**config.mk**
```make
export PLATFORM = sky130hd
export DESIGN_NAME = batch_reverse_buffer_flat
export DESIGN_NICKNAME = d
export VERILOG_FILES = /design/src/rtl/batch_reverse_buffer_if.sv /design/src/rtl/batch_reverse_buffer.sv /design/src/flat_wrapper.sv
export SDC_FILE = /design/constraint.sdc
export NUM_CORES = 1
export LEC_CHECK = 0
export BUFFER_PORTS_ARGS = -buffer_cell sky130_fd_sc_hd__buf_2
export CAP_MARGIN = 30
export CORE_MARGIN = 1.5
export CORE_UTILIZATION = 48
export CTS_BUF_LIST = sky130_fd_sc_hd__clkbuf_4
export CTS_CLUSTER_SIZE = 8
export DETAILED_ROUTE_END_ITERATION = 6
export PLACE_DENSITY = 0.66
export SYNTH_ARGS = -nofsm -noshare
export SYNTH_HDL_FRONTEND = slang
export SYNTH_SLANG_ARGS = --single-unit
```
**constraint.sdc**
```tcl
create_clock -name clk -period 3.6 [get_ports clk]
set_clock_uncertainty 0.15 [all_clocks]
set_input_delay 0.72 -clock clk [delete_from_list [all_inputs] [get_ports clk]]
set_output_delay 0.72 -clock clk [all_outputs]
set_load 0.01 [all_outputs]
```
**src/rtl/batch_reverse_buffer_if.sv**
```systemverilog
// Handshake bundle for the batch reverse buffer: chronological input stream,
// batch-reversed output stream with first/last markers.
interface batch_reverse_buffer_if #(
  parameter int N = 3
);
  logic [N-1:0] in;
  logic         in_valid;
  logic         in_ready;
  logic [N-1:0] out;
  logic         out_valid;
  logic         out_ready;
  logic         out_first;
  logic         out_last;

  modport master (
    output in, in_valid, out_ready,
    input  in_ready, out, out_valid, out_first, out_last
  );

  modport slave (
    input  in, in_valid, out_ready,
    output in_ready, out, out_valid, out_first, out_last
  );
endinterface

```
**src/rtl/batch_reverse_buffer.sv**
```systemverilog
// Ping-pong batch reorder buffer: fills one bank chronologically while the
// other is replayed newest-first, so each DEPTH-sample batch comes out reversed.
//
// state | meaning
// EMPTY | bank holds no samples, may be selected for writing
// FILL  | bank partially written
// FULL  | all DEPTH samples written, not yet read
// DRAIN | reading in progress, newest to oldest
module batch_reverse_buffer #(
  parameter int N     = 3,
  parameter int DEPTH = 32
) (
  input logic                 clk,
  input logic                 rst,
  batch_reverse_buffer_if.slave bus
);
  localparam int AW = $clog2(DEPTH);
  localparam logic [AW-1:0] LAST_ADDR = AW'(DEPTH - 1);

  typedef enum logic [1:0] {EMPTY, FILL, FULL, DRAIN} bank_state_e;

  bank_state_e   state_q [2];
  bank_state_e   state_d [2];
  logic          wb_q, wb_d;
  logic          rb_q, rb_d;
  logic [AW-1:0] wcnt_q, wcnt_d;
  logic [AW-1:0] rcnt_q, rcnt_d;
  logic [N-1:0]  out_q, out_d;
  logic          out_valid_q, out_valid_d;
  logic          out_first_q, out_first_d;
  logic          out_last_q, out_last_d;
  logic [N-1:0]  mem_q [2][DEPTH];

  logic in_ready;
  logic accept;
  logic issue;

  // Ready depends only on registered bank state, never on the consumer.
  assign in_ready = (state_q[wb_q] == EMPTY) || (state_q[wb_q] == FILL);
  assign accept   = bus.in_valid && in_ready;
  assign issue    = (!out_valid_q || bus.out_ready) &&
                    ((state_q[rb_q] == FULL) || (state_q[rb_q] == DRAIN));

  always_comb begin
    state_d     = state_q;
    wb_d        = wb_q;
    rb_d        = rb_q;
    wcnt_d      = wcnt_q;
    rcnt_d      = rcnt_q;
    out_d       = out_q;
    out_valid_d = out_valid_q;
    out_first_d = out_first_q;
    out_last_d  = out_last_q;

    // Writer and reader always sit on different banks when both are active.
    if (accept) begin
      if (wcnt_q == LAST_ADDR) begin
        state_d[wb_q] = FULL;
        wcnt_d        = '0;
        wb_d          = ~wb_q;
      end else begin
        state_d[wb_q] = FILL;
        wcnt_d        = wcnt_q + AW'(1);
      end
    end

    if (issue) begin
      out_d       = mem_q[rb_q][rcnt_q];
      out_valid_d = 1'b1;
      out_first_d = (rcnt_q == LAST_ADDR);
      out_last_d  = (rcnt_q == '0);
      if (rcnt_q == '0) begin
        state_d[rb_q] = EMPTY;
        rcnt_d        = LAST_ADDR;
        rb_d          = ~rb_q;
      end else begin
        state_d[rb_q] = DRAIN;
        rcnt_d        = rcnt_q - AW'(1);
      end
    end else if (bus.out_ready) begin
      out_valid_d = 1'b0;
    end
  end

  always_ff @(posedge clk) begin
    if (rst) begin
      state_q[0]  <= EMPTY;
      state_q[1]  <= EMPTY;
      wb_q        <= 1'b0;
      rb_q        <= 1'b0;
      wcnt_q      <= '0;
      rcnt_q      <= LAST_ADDR;
      out_q       <= '0;
      out_valid_q <= 1'b0;
      out_first_q <= 1'b0;
      out_last_q  <= 1'b0;
    end else begin
      state_q     <= state_d;
      wb_q        <= wb_d;
      rb_q        <= rb_d;
      wcnt_q      <= wcnt_d;
      rcnt_q      <= rcnt_d;
      out_q       <= out_d;
      out_valid_q <= out_valid_d;
      out_first_q <= out_first_d;
      out_last_q  <= out_last_d;
    end
  end

  // Sample storage is deliberately left uncleared by reset.
  always_ff @(posedge clk) begin
    if (!rst && accept) begin
      mem_q[wb_q][wcnt_q] <= bus.in;
    end
  end

  assign bus.in_ready  = in_ready;
  assign bus.out       = out_q;
  assign bus.out_valid = out_valid_q;
  assign bus.out_first = out_first_q;
  assign bus.out_last  = out_last_q;
endmodule
```
**src/flat_wrapper.sv**
```systemverilog
// flat-port wrapper written by rule: the top's interface ports become plain ports
module batch_reverse_buffer_flat 
#(
  parameter int N     = 3,
  parameter int DEPTH = 32
)
  (clk, rst, bus_in, bus_in_valid, bus_out_ready, bus_in_ready, bus_out, bus_out_valid, bus_out_first, bus_out_last);
  batch_reverse_buffer_if #(.N(N)) bus_i ();
  input logic clk;
  input logic rst;
  input wire logic [$bits(bus_i.in)-1:0] bus_in;
  input wire logic [$bits(bus_i.in_valid)-1:0] bus_in_valid;
  input wire logic [$bits(bus_i.out_ready)-1:0] bus_out_ready;
  output wire logic [$bits(bus_i.in_ready)-1:0] bus_in_ready;
  output wire logic [$bits(bus_i.out)-1:0] bus_out;
  output wire logic [$bits(bus_i.out_valid)-1:0] bus_out_valid;
  output wire logic [$bits(bus_i.out_first)-1:0] bus_out_first;
  output wire logic [$bits(bus_i.out_last)-1:0] bus_out_last;
  assign bus_i.in = bus_in;
  assign bus_i.in_valid = bus_in_valid;
  assign bus_i.out_ready = bus_out_ready;
  assign bus_in_ready = bus_i.in_ready;
  assign bus_out = bus_i.out;
  assign bus_out_valid = bus_i.out_valid;
  assign bus_out_first = bus_i.out_first;
  assign bus_out_last = bus_i.out_last;
  batch_reverse_buffer #(.N(N), .DEPTH(DEPTH)) u_core (.clk(clk), .rst(rst), .bus(bus_i));
endmodule
```
==> summary.json, run 1 <==
{
  "outcome": {
    "status": "finished clean"
  },
  "grt": {
    "gr-usage-all-layers_pct": 20.1,
    "grt_pass1_vias": 5085,
    "grt_first_pass_wirelength_um": 28800,
    "grt_antenna_before_repair": 1,
    "grt_max_degree": 65,
    "grt_remaining_overflow": 0
  },
  "sta": {
    "tightestPinTransition_ns": 0.813,
    "time_the_worst_path_needs_with_i_o_delays_and_setup_ns": 2.76,
    "rsz0062_at_grt": "no",
    "finalHoldViolations": 0,
    "max_freq_ghz": 0.362,
    "slew_violations": 0,
    "setup_violations": 0,
    "min_period_over_period_pct": 76.7,
    "timing.slew.headroom_pct": 45.7,
    "timing.setup.tns_ns": 0
  },
  "critical_path": {
    "cp_cell_sequence": "nand3b_1, o221ai_1, a21oi_1, a221o_1, a311oi_1",
    "timing.critical_path.slowest_cell_delay_ns": 0.85,
    "worst-r2r-setup-slack_ns": 0.84,
    "critPathMaxFanout": 16,
    "critical_path.slowest_cell": "dfxtp_1",
    "r2r_start": "u_core.rcnt_q[0]",
    "criticalPathCategory": "flop to flop",
    "crit_arrival_ns": 3.15,
    "ff2ff_path_depth": 5,
    "crit_path_start_kind": "flop",
    "critPathCaptureType": "flop",
    "worst-endpoint-required_ns": 3.99,
    "regToRegEndpoint": "u_core.bus.out[0]"
  },
  "routing": {
    "drt_drc_violations_left": 0,
    "drt-wirelength-per-cell_um": 22.0,
    "antenna_violating_nets_post_route": 0,
    "drt_first_pass_iters": 5,
    "vias": 5006,
    "drt-initial-drc-count": 471,
    "route.final.wire_length_um": 18900,
    "post_drt_via_cell_ratio": 5.81
  },
  "logic_synthesis": {
    "synth.lib_cells_used.distinct": 53,
    "yosys_register_bits": 213,
    "synthesis.area_per_instance_sq_um": 16.1,
    "synth_async_sr_flop_share_pct": 0,
    "seq_area_frac_synth_pct": 70.6,
    "post_synth_instance_area_sq_mm": 0.00877,
    "syn-instance-count": 546,
    "mappedNetlistNets": 561,
    "edff_count_synth": 192,
    "yosys_warnings": 0,
    "ys_dominant_reg_cell": "edfxtp_1"
  },
  "power": {
    "vdd.ir_drop.worst_v": 0.000235,
    "fin_total_pwr_mw": 4.59,
    "power_leakage_nw": 3.11,
    "powerDensity_mw_per_mm2": 475
  },
  "floorplanning": {
    "io_pins": 14,
    "die_height_um": 138,
    "fp.dieW_um": 138,
    "placement_rows": 49,
    "starting_density_pct": 48.8,
    "core_area_sq_mm": 0.0180,
    "dieArea_sq_mm": 0.0191
  },
  "clock_tree": {
    "cts_repair_resize_count": 0,
    "cts_root_buffer": "clkbuf_4",
    "clkTransAtPathRegs_ns": 0.07,
    "cts.path.max_buffers": 3,
    "numCtsBuffers": 52,
    "cts_htree_levels": 2,
    "cts.repair_timing.setup_buffer_count": 0,
    "cts_num_sinks": 213,
    "cts_tree": "done",
    "cts_hold_repair.buffers": 0,
    "worstSkewPairLatency_ns": 0.65
  },
  "min_path": {
    "min_path_type": "input port to flop",
    "worstHoldStart": "bus_in_valid",
    "whs_path_depth": 3,
    "hold_end": "u_core.wcnt_q[4]"
  },
  "placed_design": {
    "hpwl_um": 11700,
    "finalWeightedCongestion": 0.864,
    "place.port_buffers": 13
  },
  "cells_and_area": {
    "multi_input_area_sq_mm": 0.00237,
    "number_of_nets_in_the_final_layout": 610,
    "nFillCells": 1463,
    "regArea_sq_mm": 0.00619,
    "most_frequent_cells_in_the_layout": "edfxtp_1, nor2_1, clkbuf_4",
    "layout_commonest_cell": "edfxtp_1",
    "layout-drive-gt1-share_pct": 21.8,
    "layout-area-overhead-vs-synth_pct": 10.2
  },
  "run": {
    "max_cap_violations": 0
  }
}
## per-layer routing
metal  wire length, um  vias up  share of wire, %  GRT usage, %
li1                  -     2272                 -             -
met1              7890     2454                42          27.0
met2              8750      237                46          30.7
met3              1530       43               8.1          5.26
met4               772        0               4.1          9.64
met5                 0        -                 0             0
## logic make-up (layout without fill, tap and decap cells)
logic type	after synthesis	after routing	share of synthesized area, %
buffers and inverters	37	123	2.41
AO/OA/AOI/OAI	61	61	4.91
XOR/XNOR	4	4	0.400
adder cells (fa/ha/maj)	8	8	1.14
other	0	1	0
AND/OR/NAND/NOR	153	153	8.02
flip-flops	213	213	70.6
multiplexers	70	70	12.6
## flip-flops by register name (all words and copies together) (netlist names), 2 cells and up, named ones only
name	count
u_core.mem_q	192
u_core.wcnt_q	5
u_core.bus.out	3
u_core.rcnt_q	5
u_core.state_q	2
## stage by stage
stage / setup WS [ns] / hold WS [ns] / cell area [sq um] / util (%) / instances
global placement: 0.720 / 0.323 / 9020 / 50.2 / 769
global route: 0.727 / 0.268 / 9660 / 53.8 / 862
CTS: 0.939 / 0.204 / 9660 / 53.8 / 861
floorplan: 1.50 / 0.348 / 8770 / - / 546
finish: 0.839 / 0.261 / 9660 / 53.8 / 862
detailed placement: 0.646 / 0.337 / 9040 / 50.3 / 770
## final cells by class
cell class | instances | share of cell area [%]
clock inverters | 20 | 0.816
inverters | 6 | 0.233
repair buffers | 26 | 1.81
well taps | 229 | 2.97
clock buffers | 71 | 5.52
diodes | 1 | 0.0259
multi-input cells | 296 | 24.5
flip-flops and latches | 213 | 64.1
## where the power goes
group / total (mW) / internal, mW / switching, mW / leakage (nW)
Sequential: 2.70 / 2.69 / 0.00398 / 1.90
Clock: 1.82 / 0.914 / 0.907 / 0.370
Combinational: 0.0687 / 0.0132 / 0.0555 / 0.843
Total: 4.59 / 3.62 / 0.967 / 3.11
## worst max-delay path, delay by kind of cell (launching register included)
family	cells	cell delay (ns)
AOI/OAI and AO/OA	4	1.13
DFF	1	0.85
and+or+nand+nor	1	0.55
## Yosys cell counts, types with 5 or more instances
master	number	area share, %
inv_1	5	0.21
buf_2	6	0.34
nand3_1	9	0.51
a21oi_1	11	0.63
nand2_1	23	0.98
mux4_1	7	2.1
buf_4	5	0.43
mux4_2	22	5.7
ha_1	8	1.1
mux2i_1	32	3.7
dfxtp_1	21	4.8
o21ai_0	5	0.29
mux2_2	9	1.2
o22ai_1	8	0.57
nor2_1	87	3.7
clkbuf_1	15	0.64
edfxtp_1	192	66
o221ai_1	8	0.80
## how the worst max path moves through the flow
stage,slack (ns),start,end
finish,0.84,u_core.rcnt_q[0],u_core.bus.out[0]
global route,0.73,u_core.rcnt_q[0],u_core.bus.out[0]
CTS,0.94,u_core.rcnt_q[0],u_core.bus.out[0]
detailed placement,0.65,rst,u_core.mem_q[1][90]
global placement,0.72,rst,u_core.mem_q[1][14]
floorplan,1.50,rst,u_core.mem_q[0][0]
Note: power is estimated with default switching activity, not from simulation.
==> inputs of run 2 (changes only) <==
Clock period 3.6 ns to 2.7 ns, I/O delays scaled along.
==> summary.json, run 2 (synthesis gave the netlist of run 1 again) <==
{
  "critical_path": {
    "critPathMaxFanout": {"value": 15, "change": "was 16"},
    "crit_path_start_kind": {"value": "flop", "change": "unchanged"},
    "timing.critical_path.slowest_cell_delay": {"value": 0.54, "unit": "ns", "change": "was 0.85 ns"},
    "critical_path.n_buffers_inverters": {"value": 1, "change": "was 0"},
    "critPathCaptureType": {"value": "flop", "change": "unchanged"},
    "timing.critical_path.max_delay_family": {"value": "compound AO/OA/AOI/OAI gates", "change": "unchanged"},
    "cp_cell_sequence": {"value": "buf_4, mux4_2, a21o_1, o221ai_1, a311oi_1", "change": "was nand3b_1, o221ai_1, a21oi_1, a221o_1, a311oi_1"},
    "criticalPathCategory": {"value": "flop to flop", "change": "unchanged"},
    "crit_arrival": {"value": 2.76, "unit": "ns", "change": "was 3.15 ns"},
    "critical_path.slowest_cell": {"value": "dfxtp_4", "change": "was dfxtp_1"},
    "worst-endpoint-required": {"value": 3.06, "unit": "ns", "change": "was 3.99 ns"}
  },
  "cells_and_area": {
    "largest_register": {"value": "u_core.mem_q", "change": "unchanged"},
    "multi_input_area": {"value": 0.00237, "unit": "sq mm", "change": "unchanged"},
    "layout-area-overhead-vs-synth": {"value": 12.0, "unit": "%", "change": "was 10.2%"},
    "nFillCells": {"value": 1434, "change": "was 1463"},
    "fin_cells": {"value": 874, "change": "was 862"},
    "biggestRegsByFlops": {"value": "u_core.mem_q: 192 flops, u_core.rcnt_q: 5 flops, u_core.wcnt_q: 5 flops", "change": "unchanged"},
    "regArea": {"value": 0.00619, "unit": "sq mm", "change": "unchanged"},
    "largest_register_ffs": {"value": 192, "change": "unchanged"},
    "number_of_nets_in_the_final_layout": {"value": 617, "change": "was 610"},
    "most_frequent_cells_in_the_layout": {"value": "edfxtp_1, nor2_1, clkbuf_4", "change": "unchanged"},
    "antenna_cells": {"value": 0, "change": "was 1"},
    "layout-drive-gt1-share": {"value": 23.3, "unit": "%", "change": "was 21.8%"},
    "layout_commonest_cell": {"value": "edfxtp_1", "change": "unchanged"}
  },
  "sta": {
    "max_freq": {"value": 0.416, "unit": "GHz", "change": "was 0.362 GHz"},
    "min_period_over_period": {"value": 88.9, "unit": "%", "change": "was 76.7%"},
    "rsz0062_at_grt": {"value": "no", "change": "unchanged"},
    "timing.setup.tns": {"value": 0, "unit": "ns", "change": "unchanged"},
    "finalHoldViolations": {"value": 0, "change": "unchanged"},
    "timing.slew.headroom": {"value": 47.9, "unit": "%", "change": "was 45.7%"},
    "slew_violations": {"value": 0, "change": "unchanged"},
    "setup_violations": {"value": 0, "change": "unchanged"},
    "time_the_worst_path_needs_with_i_o_delays_and_setup": {"value": 2.40, "unit": "ns", "change": "was 2.76 ns"},
    "tightestPinTransition": {"value": 0.775, "unit": "ns", "change": "was 0.813 ns"}
  },
  "floorplanning": {
    "placement_rows": {"value": 49, "change": "unchanged"},
    "dieArea": {"value": 0.0191, "unit": "sq mm", "change": "unchanged"},
    "fp.dieW": {"value": 138, "unit": "um", "change": "unchanged"},
    "die_height": {"value": 138, "unit": "um", "change": "unchanged"},
    "core_area": {"value": 0.0180, "unit": "sq mm", "change": "unchanged"},
    "io_pins": {"value": 14, "change": "unchanged"},
    "starting_density": {"value": 48.8, "unit": "%", "change": "unchanged"}
  },
  "clock_tree": {
    "cts.repair_timing.setup_buffer_count": {"value": 0, "change": "unchanged"},
    "cts_tree": {"value": "done", "change": "unchanged"},
    "cts_num_sinks": {"value": 213, "change": "unchanged"},
    "numCtsBuffers": {"value": 53, "change": "was 52"},
    "clkTransAtPathRegs": {"value": 0.07, "unit": "ns", "change": "about the same"},
    "cts_htree_levels": {"value": 2, "change": "unchanged"},
    "cts.path.max_buffers": {"value": 3, "change": "unchanged"},
    "worstSkewPairLatency": {"value": 0.64, "unit": "ns", "change": "was 0.65 ns"},
    "cts_root_buffer": {"value": "clkbuf_4", "change": "unchanged"}
  },
  "routing": {
    "vias": {"value": 5043, "change": "was 5006"},
    "drt-initial-drc-count": {"value": 468, "change": "was 471"},
    "drt_first_pass_iters": {"value": 5, "change": "unchanged"},
    "antenna_violating_nets_post_route": {"value": 0, "change": "unchanged"},
    "drt-wirelength-per-cell": {"value": 21.7, "unit": "um", "change": "was 22.0 um"},
    "post_drt_via_cell_ratio": {"value": 5.77, "change": "was 5.81"},
    "drt_drc_violations_left": {"value": 0, "change": "unchanged"},
    "route.final.wire_length": {"value": 19000, "unit": "um", "change": "was 18900 um"}
  },
  "power": {
    "power_leakage": {"value": 3.19, "unit": "nW", "change": "was 3.11 nW"},
    "vdd.ir_drop.worst": {"value": 0.000378, "unit": "V", "change": "was 0.000235 V"},
    "powerDensity": {"value": 647, "unit": "mW/mm^2", "change": "was 475 mW/mm^2"}
  },
  "outcome": {
    "status": {"value": "finished clean", "change": "unchanged"}
  },
  "grt": {
    "grt_remaining_overflow": {"value": 0, "change": "unchanged"},
    "grt_first_pass_wirelength": {"value": 29300, "unit": "um", "change": "was 28800 um"},
    "gr-usage-all-layers": {"value": 20.3, "unit": "%", "change": "was 20.1%"},
    "grt_max_degree": {"value": 65, "change": "unchanged"},
    "grt_antenna_before_repair": {"value": 0, "change": "was 1"},
    "grt_pass1_vias": {"value": 5243, "change": "was 5085"}
  },
  "placed_design": {
    "finalWeightedCongestion": {"value": 0.825, "change": "was 0.864"},
    "hpwl": {"value": 12100, "unit": "um", "change": "was 11700 um"},
    "place.port_buffers": {"value": 13, "change": "unchanged"},
    "placed_instance_count": {"value": 775, "change": "was 770"}
  },
  "min_path": {
    "min_path_type": {"value": "input port to flop", "change": "unchanged"}
  },
  "run": {
    "max_cap_violations": {"value": 0, "change": "unchanged"}
  }
}
[run 2: metrics by stage]
| step | area (sq um) | setup slack [ns] | utilization, % | power (mW) | hold WS, ns |
|---|---|---|---|---|---|
| floorplan | 8770 | 0.630 | - | 3.69 | 0.348 |
| global placement | 9120 | 0.378 | 50.8 | 3.76 | 0.323 |
| detailed placement | 9120 | 0.304 | 50.8 | 3.76 | 0.328 |
| CTS | 9820 | 0.300 | 54.7 | 6.43 | 0.0256 |
| global route | 9820 | 0.149 | 54.7 | 6.56 | 0.0630 |
| finish | 9820 | 0.299 | 54.7 | 6.36 | 0.0659 |
[run 2: cell type report]
| cell class | instances | share of cell area, % |
|---|---|---|
| flip-flops and latches | 213 | 63.0 |
| multi-input cells | 296 | 24.1 |
| clock buffers | 78 | 5.96 |
| well taps | 229 | 2.92 |
| repair buffers | 32 | 2.65 |
| clock inverters | 20 | 1.07 |
| inverters | 6 | 0.229 |
[run 2: power breakdown]
group / leakage (nW) / internal (mW) / switching [mW] / total [mW]
logic: 0.885 / 0.0227 / 0.0710 / 0.0937
clock network: 0.412 / 1.43 / 1.24 / 2.67
registers: 1.90 / 3.59 / 0.00562 / 3.60
total: 3.19 / 5.04 / 1.32 / 6.36
[run 2: layer usage]
layer  GRT usage [%]  vias up  part of all wire, %
met5               0        -                    0
met4            11.0        0                  3.5
met3            3.84       42                  6.4
li1                -     2282                    -
met1            27.7     2516                   43
met2            31.0      203                   47
[run 2: what timing repair did]
item	CTS	global route
resized for setup	0	0
endpoints found under the hold margin	2	0
hold buffers	1	0
[run 2: final timing paths]
kind | cells past startpoint | from | endpoint | slack (ns)
min | 1 | bus_in[1] | u_core.mem_q[0][67] | 0.07
max | 5 | flop | u_core.bus.out[0] | 0.30
min reg2reg | 2 | u_core.bus.out_first | u_core.bus.out_first | 0.34
max reg2reg | 5 | flop | u_core.bus.out[0] | 0.30
==> inputs of run 3 (changes only) <==
Settings changed: CORE_UTILIZATION 48 to 58, PLACE_DENSITY 0.66 to 0.76.
==> summary.json, run 3 (synthesis gave the netlist of run 1 again) <==
{
  "outcome": {
    "status": {"value": "complete, but fails checks", "change": "was finished clean"},
    "failed_checks": "DRC"
  },
  "grt": {
    "grt.met2_usage": {"value": 39.1, "unit": "%", "change": "was 31.0%"},
    "grt_antenna_before_repair": {"value": 0, "change": "unchanged"},
    "grt_busiest_layer": {"value": "met2", "change": "unchanged"},
    "globalRouteMet1Util": {"value": 32.4, "unit": "%", "change": "was 27.7%"},
    "grt_pass1_vias": {"value": 5249, "change": "was 5243"},
    "grt_remaining_overflow": {"value": 0, "change": "unchanged"},
    "grt_max_degree": {"value": 36, "change": "was 65"},
    "use_met3": {"value": 4.72, "unit": "%", "change": "was 3.84%"},
    "gr-usage-all-layers": {"value": 24.1, "unit": "%", "change": "was 20.3%"},
    "grt_first_pass_wirelength": {"value": 28600, "unit": "um", "change": "was 29300 um"}
  },
  "cells_and_area": {
    "post-route-cell-area": {"value": 0.00972, "unit": "sq mm", "change": "was 0.00982 sq mm"},
    "antenna_cells": {"value": 0, "change": "unchanged"},
    "number_of_nets_in_the_final_layout": {"value": 619, "change": "was 617"},
    "biggestRegsByFlops": {"value": "u_core.mem_q: 192 flops, u_core.rcnt_q: 5 flops, u_core.wcnt_q: 5 flops", "change": "unchanged"},
    "nFillCells": {"value": 1009, "change": "was 1434"},
    "layout-drive-gt1-share": {"value": 22.9, "unit": "%", "change": "was 23.3%"},
    "layout_commonest_cell": {"value": "edfxtp_1", "change": "unchanged"},
    "regArea": {"value": 0.00619, "unit": "sq mm", "change": "unchanged"},
    "most_frequent_cells_in_the_layout": {"value": "edfxtp_1, nor2_1, clkbuf_4", "change": "unchanged"},
    "layout-area-overhead-vs-synth": {"value": 10.9, "unit": "%", "change": "was 12.0%"},
    "multi_input_area": {"value": 0.00237, "unit": "sq mm", "change": "unchanged"},
    "largest_register_ffs": {"value": 192, "change": "unchanged"},
    "largest_register": {"value": "u_core.mem_q", "change": "unchanged"}
  },
  "floorplanning": {
    "fp.dieW": {"value": 126, "unit": "um", "change": "was 138 um"},
    "io_pins": {"value": 14, "change": "unchanged"},
    "die_height": {"value": 126, "unit": "um", "change": "was 138 um"},
    "starting_density": {"value": 59.9, "unit": "%", "change": "was 48.8%"},
    "core_area": {"value": 0.0146, "unit": "sq mm", "change": "was 0.0180 sq mm"},
    "placement_rows": {"value": 44, "change": "was 49"},
    "dieArea": {"value": 0.0159, "unit": "sq mm", "change": "was 0.0191 sq mm"}
  },
  "run": {
    "max_cap_violations": {"value": 0, "change": "unchanged"}
  },
  "critical_path": {
    "crit_path_start_kind": {"value": "flop", "change": "unchanged"},
    "critPathCaptureType": {"value": "flop", "change": "unchanged"},
    "critPathMaxFanout": {"value": 21, "change": "was 15"},
    "cp_cell_sequence": {"value": "buf_4, buf_4, mux2i_1, o22ai_1, a211oi_1, a221o_1, a311oi_1", "change": "was buf_4, mux4_2, a21o_1, o221ai_1, a311oi_1"},
    "regToRegEndpoint": {"value": "u_core.bus.out[2]", "change": "was u_core.bus.out[0]"},
    "critical_path.slowest_cell": {"value": "dfxtp_4", "change": "unchanged"},
    "timing.critical_path.slowest_cell_delay": {"value": 0.61, "unit": "ns", "change": "was 0.54 ns"},
    "crit_arrival": {"value": 2.79, "unit": "ns", "change": "was 2.76 ns"},
    "criticalPathCategory": {"value": "flop to flop", "change": "unchanged"},
    "worst-endpoint-required": {"value": 3.06, "unit": "ns", "change": "about the same"},
    "ff2ff_path_depth": {"value": 7, "change": "was 5"},
    "critical_path.most_common_cell": "buf_4",
    "worst-r2r-setup-slack": {"value": 0.27, "unit": "ns", "change": "was 0.30 ns"}
  },
  "sta": {
    "setup_violations": {"value": 0, "change": "unchanged"},
    "worst_hold_slack": {"value": 0.0757, "unit": "ns", "change": "was 0.0659 ns"},
    "min_period_over_period": {"value": 90.0, "unit": "%", "change": "was 88.9%"},
    "rsz0062_at_grt": {"value": "no", "change": "unchanged"},
    "time_the_worst_path_needs_with_i_o_delays_and_setup": {"value": 2.43, "unit": "ns", "change": "was 2.40 ns"},
    "slew_violations": {"value": 0, "change": "unchanged"},
    "max_freq": {"value": 0.411, "unit": "GHz", "change": "was 0.416 GHz"},
    "timing.setup.tns": {"value": 0, "unit": "ns", "change": "unchanged"},
    "timing.slew.headroom": {"value": 50.8, "unit": "%", "change": "was 47.9%"},
    "finalHoldViolations": {"value": 0, "change": "unchanged"},
    "tightestPinTransition": {"value": 0.738, "unit": "ns", "change": "was 0.775 ns"}
  },
  "clock_tree": {
    "cts_root_buffer": {"value": "clkbuf_4", "change": "unchanged"},
    "cts_repair_resize_count": {"value": 0, "change": "unchanged"},
    "cts.repair_timing.setup_buffer_count": {"value": 0, "change": "unchanged"},
    "cts_htree_levels": {"value": 2, "change": "unchanged"},
    "numCtsBuffers": {"value": 51, "change": "was 53"},
    "cts.path.max_buffers": {"value": 3, "change": "unchanged"},
    "cts_hold_repair.buffers": {"value": 1, "change": "unchanged"},
    "worstSkewPairLatency": {"value": 0.64, "unit": "ns", "change": "about the same"},
    "cts_tree": {"value": "done", "change": "unchanged"},
    "clkTransAtPathRegs": {"value": 0.07, "unit": "ns", "change": "about the same"},
    "cts_num_sinks": {"value": 213, "change": "unchanged"}
  },
  "routing": {
    "drt_drc_violations_left": {"value": 1, "change": "was 0"},
    "antenna_violating_nets_post_route": {"value": 0, "change": "unchanged"},
    "drt-wirelength-per-cell": {"value": 22.0, "unit": "um", "change": "was 21.7 um"},
    "drt_first_pass_iters": {"value": 7, "change": "was 5"},
    "post_drt_via_cell_ratio": {"value": 6.16, "change": "was 5.77"},
    "route.final.wire_length": {"value": 18200, "unit": "um", "change": "was 19000 um"},
    "drt-initial-drc-count": {"value": 518, "change": "was 468"},
    "vias": {"value": 5105, "change": "was 5043"}
  },
  "placed_design": {
    "finalWeightedCongestion": {"value": 0.820, "change": "was 0.825"},
    "hpwl": {"value": 11900, "unit": "um", "change": "was 12100 um"},
    "place.port_buffers": {"value": 13, "change": "unchanged"},
    "detailed_place.area": {"value": 0.00908, "unit": "sq mm", "change": "was 0.00912 sq mm"}
  },
  "min_path": {
    "whs_path_depth": {"value": 3, "change": "was 1"},
    "worstHoldStart": {"value": "bus_in_valid", "change": "was bus_in[1]"},
    "min_path_type": {"value": "input port to flop", "change": "unchanged"},
    "hold_end": {"value": "u_core.wcnt_q[4]", "change": "was u_core.mem_q[0][67]"}
  },
  "power": {
    "vdd.ir_drop.worst": {"value": 0.000450, "unit": "V", "change": "was 0.000378 V"},
    "powerDensity": {"value": 633, "unit": "mW/mm^2", "change": "was 647 mW/mm^2"},
    "power_leakage": {"value": 3.18, "unit": "nW", "change": "was 3.19 nW"}
  }
}
## run 3: cell types whose count changed in the layout (fill, tap and decap cells not counted)
cell / before / now
bufinv_16: 1 / 0
buf_4: 14 / 19
clkinv_2: 3 / 0
buf_12: 4 / 3
inv_2: 1 / 3
clkinv_1: 16 / 18
clkbuf_4: 78 / 74
## run 3: worst max-delay path by stage
| stage | from | end | slack, ns |
|---|---|---|---|
| 2_1_floorplan | flop | u_core.bus.out[1] | 0.63 |
| 4_1_cts | flop | u_core.bus.out[2] | 0.26 |
| 3_5_place_dp | flop | u_core.bus.out[2] | 0.25 |
| 6_report | flop | u_core.bus.out[2] | 0.27 |
| 3_3_place_gp | flop | u_core.bus.out[2] | 0.29 |
| 5_1_grt | flop | u_core.bus.out[2] | 0.11 |
## run 3: worst max-delay path, delay by kind of cell, from the launching register on
family,cells,cell delay [ns]
mux,1,0.22
compound gates,4,0.85
flops,1,0.61
buf+inv,2,0.49
## run 3: area by class of cell
cell class	count	share of cell area, %
repair buffers	36	2.86
flip-flops and latches	213	63.7
clock inverters	20	0.772
well taps	184	2.37
clock buffers	74	5.72
multi-input cells	296	24.4
inverters	6	0.232
## run 3: metal layers
metal,part of all wire (%),vias up
met5,0,-
met4,2.6,0
met3,7.6,44
met2,49,264
met1,41,2507
li1,-,2290
## run 3: per-stage QoR
step	utilization [%]	power, mW	setup WS, ns	std cells
2_1_floorplan	-	3.69	0.630	546
3_3_place_gp	62.0	3.76	0.294	734
3_5_place_dp	62.0	3.77	0.247	734
4_1_cts	66.4	6.21	0.260	829
5_1_grt	66.4	6.38	0.106	829
6_report	66.4	6.16	0.269	829
## run 3: power breakdown
| group | internal [mW] | switching (mW) |
|---|---|---|
| combinational | 0.0244 | 0.0744 |
| clock | 1.26 | 1.20 |
| sequential | 3.59 | 0.00561 |
| total | 4.88 | 1.28 |
